`config.mk`:
```
export PLATFORM = sky130hd
export DESIGN_NAME = ase_tid_tagger
export DESIGN_NICKNAME = d
export VERILOG_FILES = /design/src/rtl/ase_tid_tagger.sv
export SDC_FILE = /design/constraint.sdc
export NUM_CORES = 1
export LEC_CHECK = 0
export BUFFER_PORTS_ARGS = -buffer_cell sky130_fd_sc_hd__buf_2
export CORE_MARGIN = 3
export CORE_UTILIZATION = 65
export CTS_CLUSTER_DIAMETER = 200
export DETAILED_ROUTE_END_ITERATION = 10
export GPL_TIMING_DRIVEN = 0
export PLACE_DENSITY = 0.88
export SETUP_SLACK_MARGIN = 0.05
export SYNTH_ARGS = -nofsm -noshare
export SYNTH_HDL_FRONTEND = slang
export SYNTH_SLANG_ARGS = --single-unit
```
`constraint.sdc`:
```
create_clock -name clk -period 11.6 [get_ports clk]
set_clock_uncertainty 0.2 [all_clocks]
set_input_delay 1.16 -clock clk [delete_from_list [all_inputs] [get_ports clk]]
set_output_delay 1.16 -clock clk [all_outputs]
set_load 0.1 [all_outputs]
```
`src/rtl/ase_tid_tagger.sv`:
```
// ase_tid_tagger: stamps each CCI-P TX request with a transaction ID, buffers
// it in a small FIFO and releases the head only while the outstanding-line
// credit budget can absorb its cost. Response lines return credits.
//
// Header layout (CCIP_TX_HDR_WIDTH bits):
//   [3:0] reqtype   [5:4] len (cache lines - 1)   [W-1:6] opaque payload
// Request type codes:
//   0 RDLINE_I, 1 RDLINE_S, 2 WRLINE_I, 3 WRLINE_M, 4 WRPUSH_I, 5 WRFENCE
// Codes that are neither a read nor a fence are charged as writes.
module ase_tid_tagger #(
  parameter int TID_WIDTH         = 32,
  parameter int FIFO_DEPTH_BASE2  = 3,
  parameter int MAX_OUTSTANDING   = 64,
  parameter int CCIP_TX_HDR_WIDTH = 16,
  localparam int CNT_W            = $clog2(MAX_OUTSTANDING + 1)
) (
  input  logic                         clk,
  input  logic                         rst,
  input  logic                         valid_in,
  input  logic [CCIP_TX_HDR_WIDTH-1:0] hdr_in,
  output logic                         almfull_out,
  output logic                         valid_out,
  output logic [CCIP_TX_HDR_WIDTH-1:0] hdr_out,
  output logic [TID_WIDTH-1:0]         tid_out,
  input  logic                         ready_in,
  input  logic                         rsp_valid,
  output logic [CNT_W-1:0]             outstanding_cnt,
  output logic                         overflow_err,
  output logic                         underflow_err
);

  localparam int DEPTH = 1 << FIFO_DEPTH_BASE2;
  localparam int PW    = FIFO_DEPTH_BASE2 + 1;
  localparam int SUM_W = CNT_W + 3;

  localparam logic [3:0] REQ_RDLINE_I = 4'h0;
  localparam logic [3:0] REQ_RDLINE_S = 4'h1;
  localparam logic [3:0] REQ_WRFENCE  = 4'h5;

  localparam logic [PW-1:0]    ALMFULL_LVL = PW'(DEPTH - 2);
  localparam logic [SUM_W-1:0] CREDIT_MAX  = SUM_W'(MAX_OUTSTANDING);

  // Credit cost of a request: reads cost their line count, fences are free.
  function automatic logic [2:0] req_cost(input logic [3:0] rtype,
                                          input logic [1:0] len);
    case (rtype)
      REQ_RDLINE_I, REQ_RDLINE_S: req_cost = {1'b0, len} + 3'd1;
      REQ_WRFENCE:                req_cost = 3'd0;
      default:                    req_cost = 3'd1;
    endcase
  endfunction

  logic [CCIP_TX_HDR_WIDTH-1:0] hdr_mem [DEPTH];
  logic [TID_WIDTH-1:0]         tid_mem [DEPTH];

  logic [PW-1:0]          wr_ptr, rd_ptr, count;
  logic [TID_WIDTH-1:0]   tid_ctr;
  logic                   empty, full, push, pop;
  logic [2:0]             head_cost;
  logic [SUM_W-1:0]       head_need;
  logic [SUM_W-1:0]       cnt_sum;
  logic [CNT_W-1:0]       cnt_nxt;
  logic                   underflow_set;

  // Occupancy: extra pointer MSB separates full from empty.
  assign count = wr_ptr - rd_ptr;
  assign empty = (wr_ptr == rd_ptr);
  assign full  = (wr_ptr[PW-1] != rd_ptr[PW-1]) &&
                 (wr_ptr[PW-2:0] == rd_ptr[PW-2:0]);

  assign almfull_out = (count >= ALMFULL_LVL);

  assign hdr_out   = hdr_mem[rd_ptr[PW-2:0]];
  assign tid_out   = tid_mem[rd_ptr[PW-2:0]];
  assign head_cost = req_cost(hdr_out[3:0], hdr_out[5:4]);
  assign head_need = SUM_W'(outstanding_cnt) + SUM_W'(head_cost);

  // The head waits until the credit budget can take its whole cost.
  assign valid_out = !empty && (head_need <= CREDIT_MAX);

  // A request arriving while full is dropped even if the head leaves now.
  assign push = valid_in && !full;
  assign pop  = valid_out && ready_in;

  // Credit counter: add the popped cost, then retire one response line.
  always_comb begin
    cnt_sum       = SUM_W'(outstanding_cnt) + (pop ? SUM_W'(head_cost) : '0);
    underflow_set = 1'b0;
    if (rsp_valid) begin
      if (cnt_sum == '0) underflow_set = 1'b1;
      else               cnt_sum = cnt_sum - SUM_W'(1);
    end
    cnt_nxt = CNT_W'(cnt_sum);
  end

  // FIFO storage: entry carries the header and the ID it was stamped with.
  always_ff @(posedge clk) begin
    if (push) begin
      hdr_mem[wr_ptr[PW-2:0]] <= hdr_in;
      tid_mem[wr_ptr[PW-2:0]] <= tid_ctr;
    end
  end

  // Control state: pointers, ID counter, credit counter, sticky errors.
  always_ff @(posedge clk) begin
    if (rst) begin
      wr_ptr          <= '0;
      rd_ptr          <= '0;
      tid_ctr         <= '0;
      outstanding_cnt <= '0;
      overflow_err    <= 1'b0;
      underflow_err   <= 1'b0;
    end else begin
      if (push) begin
        wr_ptr  <= wr_ptr + PW'(1);
        tid_ctr <= tid_ctr + TID_WIDTH'(1);
      end
      if (pop) rd_ptr <= rd_ptr + PW'(1);
      if (valid_in && full) overflow_err <= 1'b1;
      if (underflow_set) underflow_err <= 1'b1;
      outstanding_cnt <= cnt_nxt;
    end
  end

endmodule

```
# ---- Word level (Yosys, flattened, before mapping)
# Memory sizes are Yosys's and may differ from the RTL's. A register that Yosys moved wholly into a read port is not among the register bits.
# Index checks and enable logic that the tools add are counted.
# W data, S select, Z words.
dict set report word_totals {
  input_bits 21
  regBits 49
  word_cells 45
  out_inout_bits 59
  mem_bits_rw 384
  memories 2
}
dict set report op_classes {
  magnitude_cmp 2
  eq_ne 5
  n_addsub 8
  n_reduce_logical 10
  muxes 12
}
# name depth word_bits read_ports rd_clocked_by_memory_dff wr line
set mem_list {}
lappend mem_list {tid_mem 8 32 1 1 1 54} ;# logic [TID_WIDTH-1:0] tid_mem [DEPTH];
lappend mem_list {hdr_mem 8 16 1 1 1 53} ;# logic [CCIP_TX_HDR_WIDTH-1:0] hdr_mem [DEPTH];
# cell count
set op_table {}
lappend op_table {{$add A32 B1 Y32 const B} 1}
lappend op_table {{$add A7 B3 Y8} 2}
lappend op_table {{$mux W3} 5}
lappend op_table {{$mux W7} 2}
lappend op_table {{$logic_not A10 Y1} 1}
lappend op_table {{$add A4 B1 Y4 const B} 2}
lappend op_table {{$le A8 B7 Y1 const B} 1}
lappend op_table {{$sub A7 B1 Y7 const B} 1}
lappend op_table {{$pmux W3 S2} 1}
lappend op_table {{$logic_and A1 B1 Y1} 5}
lappend op_table {{$eq A4 B1 Y1 const B} 1}
lappend op_table {{$eq A4 B3 Y1 const B} 1}
lappend op_table {{$eq A4 B4 Y1} 1}
lappend op_table {{$ge A4 B3 Y1 const B} 1}
lappend op_table {{$logic_not A4 Y1} 1}
lappend op_table {{$mux W1} 4}
lappend op_table {{$sub A4 B4 Y4} 1}
lappend op_table {{$add A2 B1 Y3 const B} 1}
lappend op_table {{$eq A3 B3 Y1} 1}
lappend op_table {{$logic_not A1 Y1} 2}
lappend op_table {{$reduce_or A2 Y1} 1}
lappend op_table {{$ne A1 B1 Y1} 1}

# ---- Logic depth before layout (Yosys ltp)
dict set report logic_depth {
  ltp_word 12
  mapped_depth 26
  ltp_nobuf 22
}

# ---- Worst setup path after synthesis
# Ideal clock, no wire load.
dict set report synth_timing {
  path_type {flip-flop to flip-flop}
  from {reg with a tool-made name}
  to {reg outstanding_cnt[5]}
  period_less_slack_ns 7.987
  arrival_time_ns 7.713
  stages_incl_launch_ff 24
  setup_time_ns 0.075
  slack_ns 3.613
  cell_sequence {dfxtp_1 buf_2 buf_2 buf_2 buf_2 mux4_2 mux2_2 ha_1 and2_1 fa_1 xnor2_1 a21oi_1 o22a_1 o41a_1 nor2b_1 nand3_1 fa_1 ha_1 nor2b_1 a32oi_1 nand4_1 nor3_1 o31ai_1 a31oi_1}
}
# element line
set synth_lines {}
lappend synth_lines {{to (signal assigned)} 121} ;# outstanding_cnt <= cnt_nxt;
lappend synth_lines {{to (decl)} 27} ;# output logic [CNT_W-1:0] outstanding_cnt,

==> results.py <==
metrics = {
    "clock_tree": {
        "cts_htree_levels": 2,
        "clk_pin_slew_ns": 0.05,
        "cts_sinks": 436,
        "cts_tree": "done",
        "post_cts_buffers": 0,
        "cts_hold_buf": 0,
        "cts_resized": 0,
        "clock_latency_ns": 0.54,
        "clk_path_buf_depth": 3,
        "cts_inserted_buffers": 43,
        "cts_root_buf": "clkbuf_16",
    },
    "placement": {
        "place_hpwl_um": 24400,
        "gp_congestion": 0.858,
        "post-place-cells": 1367,
        "port_buffers": 78,
    },
    "synthesis": {
        "yosys_warnings": 0,
        "synth_area_um2": 17400,
        "netlist_instances": 916,
        "synthArstFlopShare_pct": 0,
        "syn_nets": 954,
        "yosysUniqueCellTypes": 51,
        "ys_seq_area_share_pct": 72.4,
        "ys.flop_type": "edfxtp_1",
        "synth.avg_cell_area_um2": 19.0,
        "ys_ff_latch": 436,
        "synth-edff-count": 384,
    },
    "detailed_routing": {
        "drt_iter0_drc": 1189,
        "detail-route-antenna-nets": 0,
        "wl_per_cell_um": 28.5,
        "drc_errors": 0,
        "vias_per_cell": 6.79,
        "wl_um": 41100,
        "vias": 9809,
        "first_pass_iters": 7,
    },
    "cells_and_area": {
        "fin_nets": 1115,
        "diodes": 0,
        "final_layout_size_suffix_gt1_share_pct": 31.7,
        "area_growth_pct": 15.7,
        "fin_cells": 1444,
    },
    "floorplan": {
        "coreArea_um2": 26100,
        "fp.dieH_um": 169,
        "dieArea_um2": 28700,
        "num_io_pins": 80,
        "fp.dieW_um": 169,
        "start_util_pct": 66.5,
        "rows": 59,
    },
    "global_route": {
        "grt_overflow": 0,
        "grt_max_degree": 27,
        "grt_pass1_vias": 10100,
        "antenna_found_initial": 0,
        "grt_pass1_wl_um": 62200,
        "grt_usage_pct": 29.3,
    },
    "critical_path": {
        "arrival_ns": 7.93,
        "cp_max_fo": 10,
        "worst-setup-path-type": "reg -> reg",
        "crit_required_ns": 11.81,
        "end_kind": "register",
        "cp-start-kind": "register",
    },
    "sta": {
        "worst_slew_pin_slew_ns": 1.03,
        "rsz0062_at_grt": "no",
        "fin_crit_sh_pct": 66.5,
        "drv_slew": 0,
        "setup_violations": 0,
        "setup_tns_ns": 0,
        "min_period_ns": 7.72,
        "slew_headroom_pct": 31.2,
        "hold_viol": 0,
        "clock.fmax_ghz": 0.130,
    },
    "job": {
        "maxCapViolations": 0,
    },
    "power_and_ir_drop": {
        "p_per_area_nw_per_um2": 209,
        "ir_drop_uv": 237,
        "p_total_mw": 4.20,
        "leakage_nw": 7.05,
    },
    "run_status": {
        "status": "complete, no violations",
    },
    "worst_hold_path": {
        "min_path_type": "reg -> reg",
    },
}
==> cells in the mapped netlist (2+ instances only) <==
master / n / area [um2]
nor3_1: 11 / 55.1
nand4_1: 18 / 113
o31ai_1: 3 / 22.5
nor2b_1: 5 / 31.3
fa_1: 3 / 60.1
a211oi_1: 2 / 15.0
nor4_1: 3 / 18.8
nand2_1: 23 / 86.3
mux2i_1: 2 / 20.0
edfxtp_1: 384 / 11500
inv_1: 13 / 48.8
mux2_2: 49 / 552
nor2_1: 47 / 176
and3_1: 13 / 81.3
a21oi_1: 18 / 90.1
buf_1: 4 / 15.0
o2111ai_1: 2 / 17.5
mux4_2: 96 / 2160
xor2_1: 26 / 228
or2_1: 2 / 12.5
or3_1: 4 / 25.0
nor3b_1: 3 / 22.5
a21o_1: 3 / 22.5
a31oi_1: 3 / 18.8
and2_1: 7 / 43.8
buf_2: 14 / 70.1
ha_1: 14 / 175
nand3_1: 13 / 65.1
o21ai_0: 11 / 55.1
nand2b_1: 3 / 18.8
and4_1: 6 / 52.6
dfxtp_1: 52 / 1040
xnor2_1: 18 / 158
clkbuf_1: 24 / 90.1
==> metal layers <==
metal | global-route usage, % | vias up | wire length [um]
met3 | 6.01 | 163 | 3710
li1 | - | 3989 | -
met2 | 48.9 | 709 | 20600
met5 | 0 | - | 0
met1 | 38.8 | 4948 | 15100
met4 | 11.5 | 0 | 1820
==> final cells by class <==
cell class              count  area [um2]
well taps                 335         419
plain buffers              43         186
flip-flops and latches    436       12600
inverters                  14        52.6
clock buffers              59        1200
clock inverters            18         225
repair buffers            116         831
multi-input cells         423        4600
fillers                  1333        6050
==> metrics by stage <==
stage               utilization [%]  hold slack, ns  area, um2  worst slack, ns
floorplan                         -           0.288      17400             3.61
global placement               69.5           0.255      18200            0.421
detailed placement             71.4           0.258      18700             3.94
CTS                            76.9           0.273      20100             3.84
global route                   76.9           0.312      20100             3.35
finish                         76.9           0.271      20100             3.88
==> power by group <==
group	internal [mW]	switching, mW
clock network	0.834	0.572
logic	0.282	0.737
registers	1.74	0.0347
total	2.86	1.34
==> cell usage in the layout, fill, tap and decap left out, types with 8 or more instances in the layout <==
| master | instances |
|---|---|
| a21oi_1 | 18 |
| and3_1 | 13 |
| buf_2 | 92 |
| buf_4 | 8 |
| buf_6 | 25 |
| clkbuf_1 | 34 |
| clkbuf_16 | 43 |
| dfxtp_1 | 52 |
| edfxtp_1 | 384 |
| ha_1 | 14 |
| inv_1 | 13 |
| mux2_2 | 49 |
| mux4_2 | 96 |
| nand2_1 | 23 |
| nand3_1 | 13 |
| nand4_1 | 18 |
| nor2_1 | 44 |
| o21ai_0 | 11 |
| xnor2_1 | 18 |
| xor2_1 | 26 |
==> state kept, by name, summed over array words and instances (netlist names), named ones only <==
signal / cells
hdr_mem: 128
rd_ptr: 4
tid_mem: 256
outstanding_cnt: 7
overflow_err: 1
tid_ctr: 32
underflow_err: 1
wr_ptr: 4
==> path summary, 6_finish.rpt <==
path / from / endpoint / slack, ns / depth (start not counted)
setup reg to reg: register / outstanding_cnt[0]$_SDFF_PP0_ / 3.88 / 22
hold reg to reg: overflow_err$_SDFFE_PP0P_ / overflow_err$_SDFFE_PP0P_ / 0.27 / 2
setup / recovery: register / outstanding_cnt[0]$_SDFF_PP0_ / 3.88 / 22
hold / removal: overflow_err$_SDFFE_PP0P_ / overflow_err$_SDFFE_PP0P_ / 0.27 / 2
==> critical path, stage by stage, from the launching register on <==
cell,delay [ns]
dfxtp_1,0.49
buf_2,0.34
clkbuf_1,0.69
buf_1,0.63
mux4_2,0.41
mux2_2,0.33
ha_1,0.28
and2_1,0.19
fa_1,0.49
nor3b_1,0.22
a21oi_1,0.07
o22a_1,0.19
o41a_1,0.43
or2_1,0.25
nor2b_1,0.13
ha_1,0.19
inv_1,0.06
fa_1,0.48
ha_1,0.25
nor2b_1,0.14
a32oi_1,0.54
o21ai_0,0.28
mux2_2,0.32
==> cells by family (layout without fill, tap and decap cells) <==
family / count (synthesis) / after routing / synth area share, %
multiplexers: 148 / 148 / 15.8
flip-flops: 436 / 436 / 72.4
AND/OR/NAND/NOR: 162 / 162 / 4.83
XOR/XNOR: 44 / 44 / 2.22
AO/OA/AOI/OAI: 52 / 52 / 2.02
adder cells (fa/ha/maj): 17 / 17 / 1.35
buffers and inverters: 57 / 250 / 1.38
No activity file was read; power rests on OpenSTA's default activity.
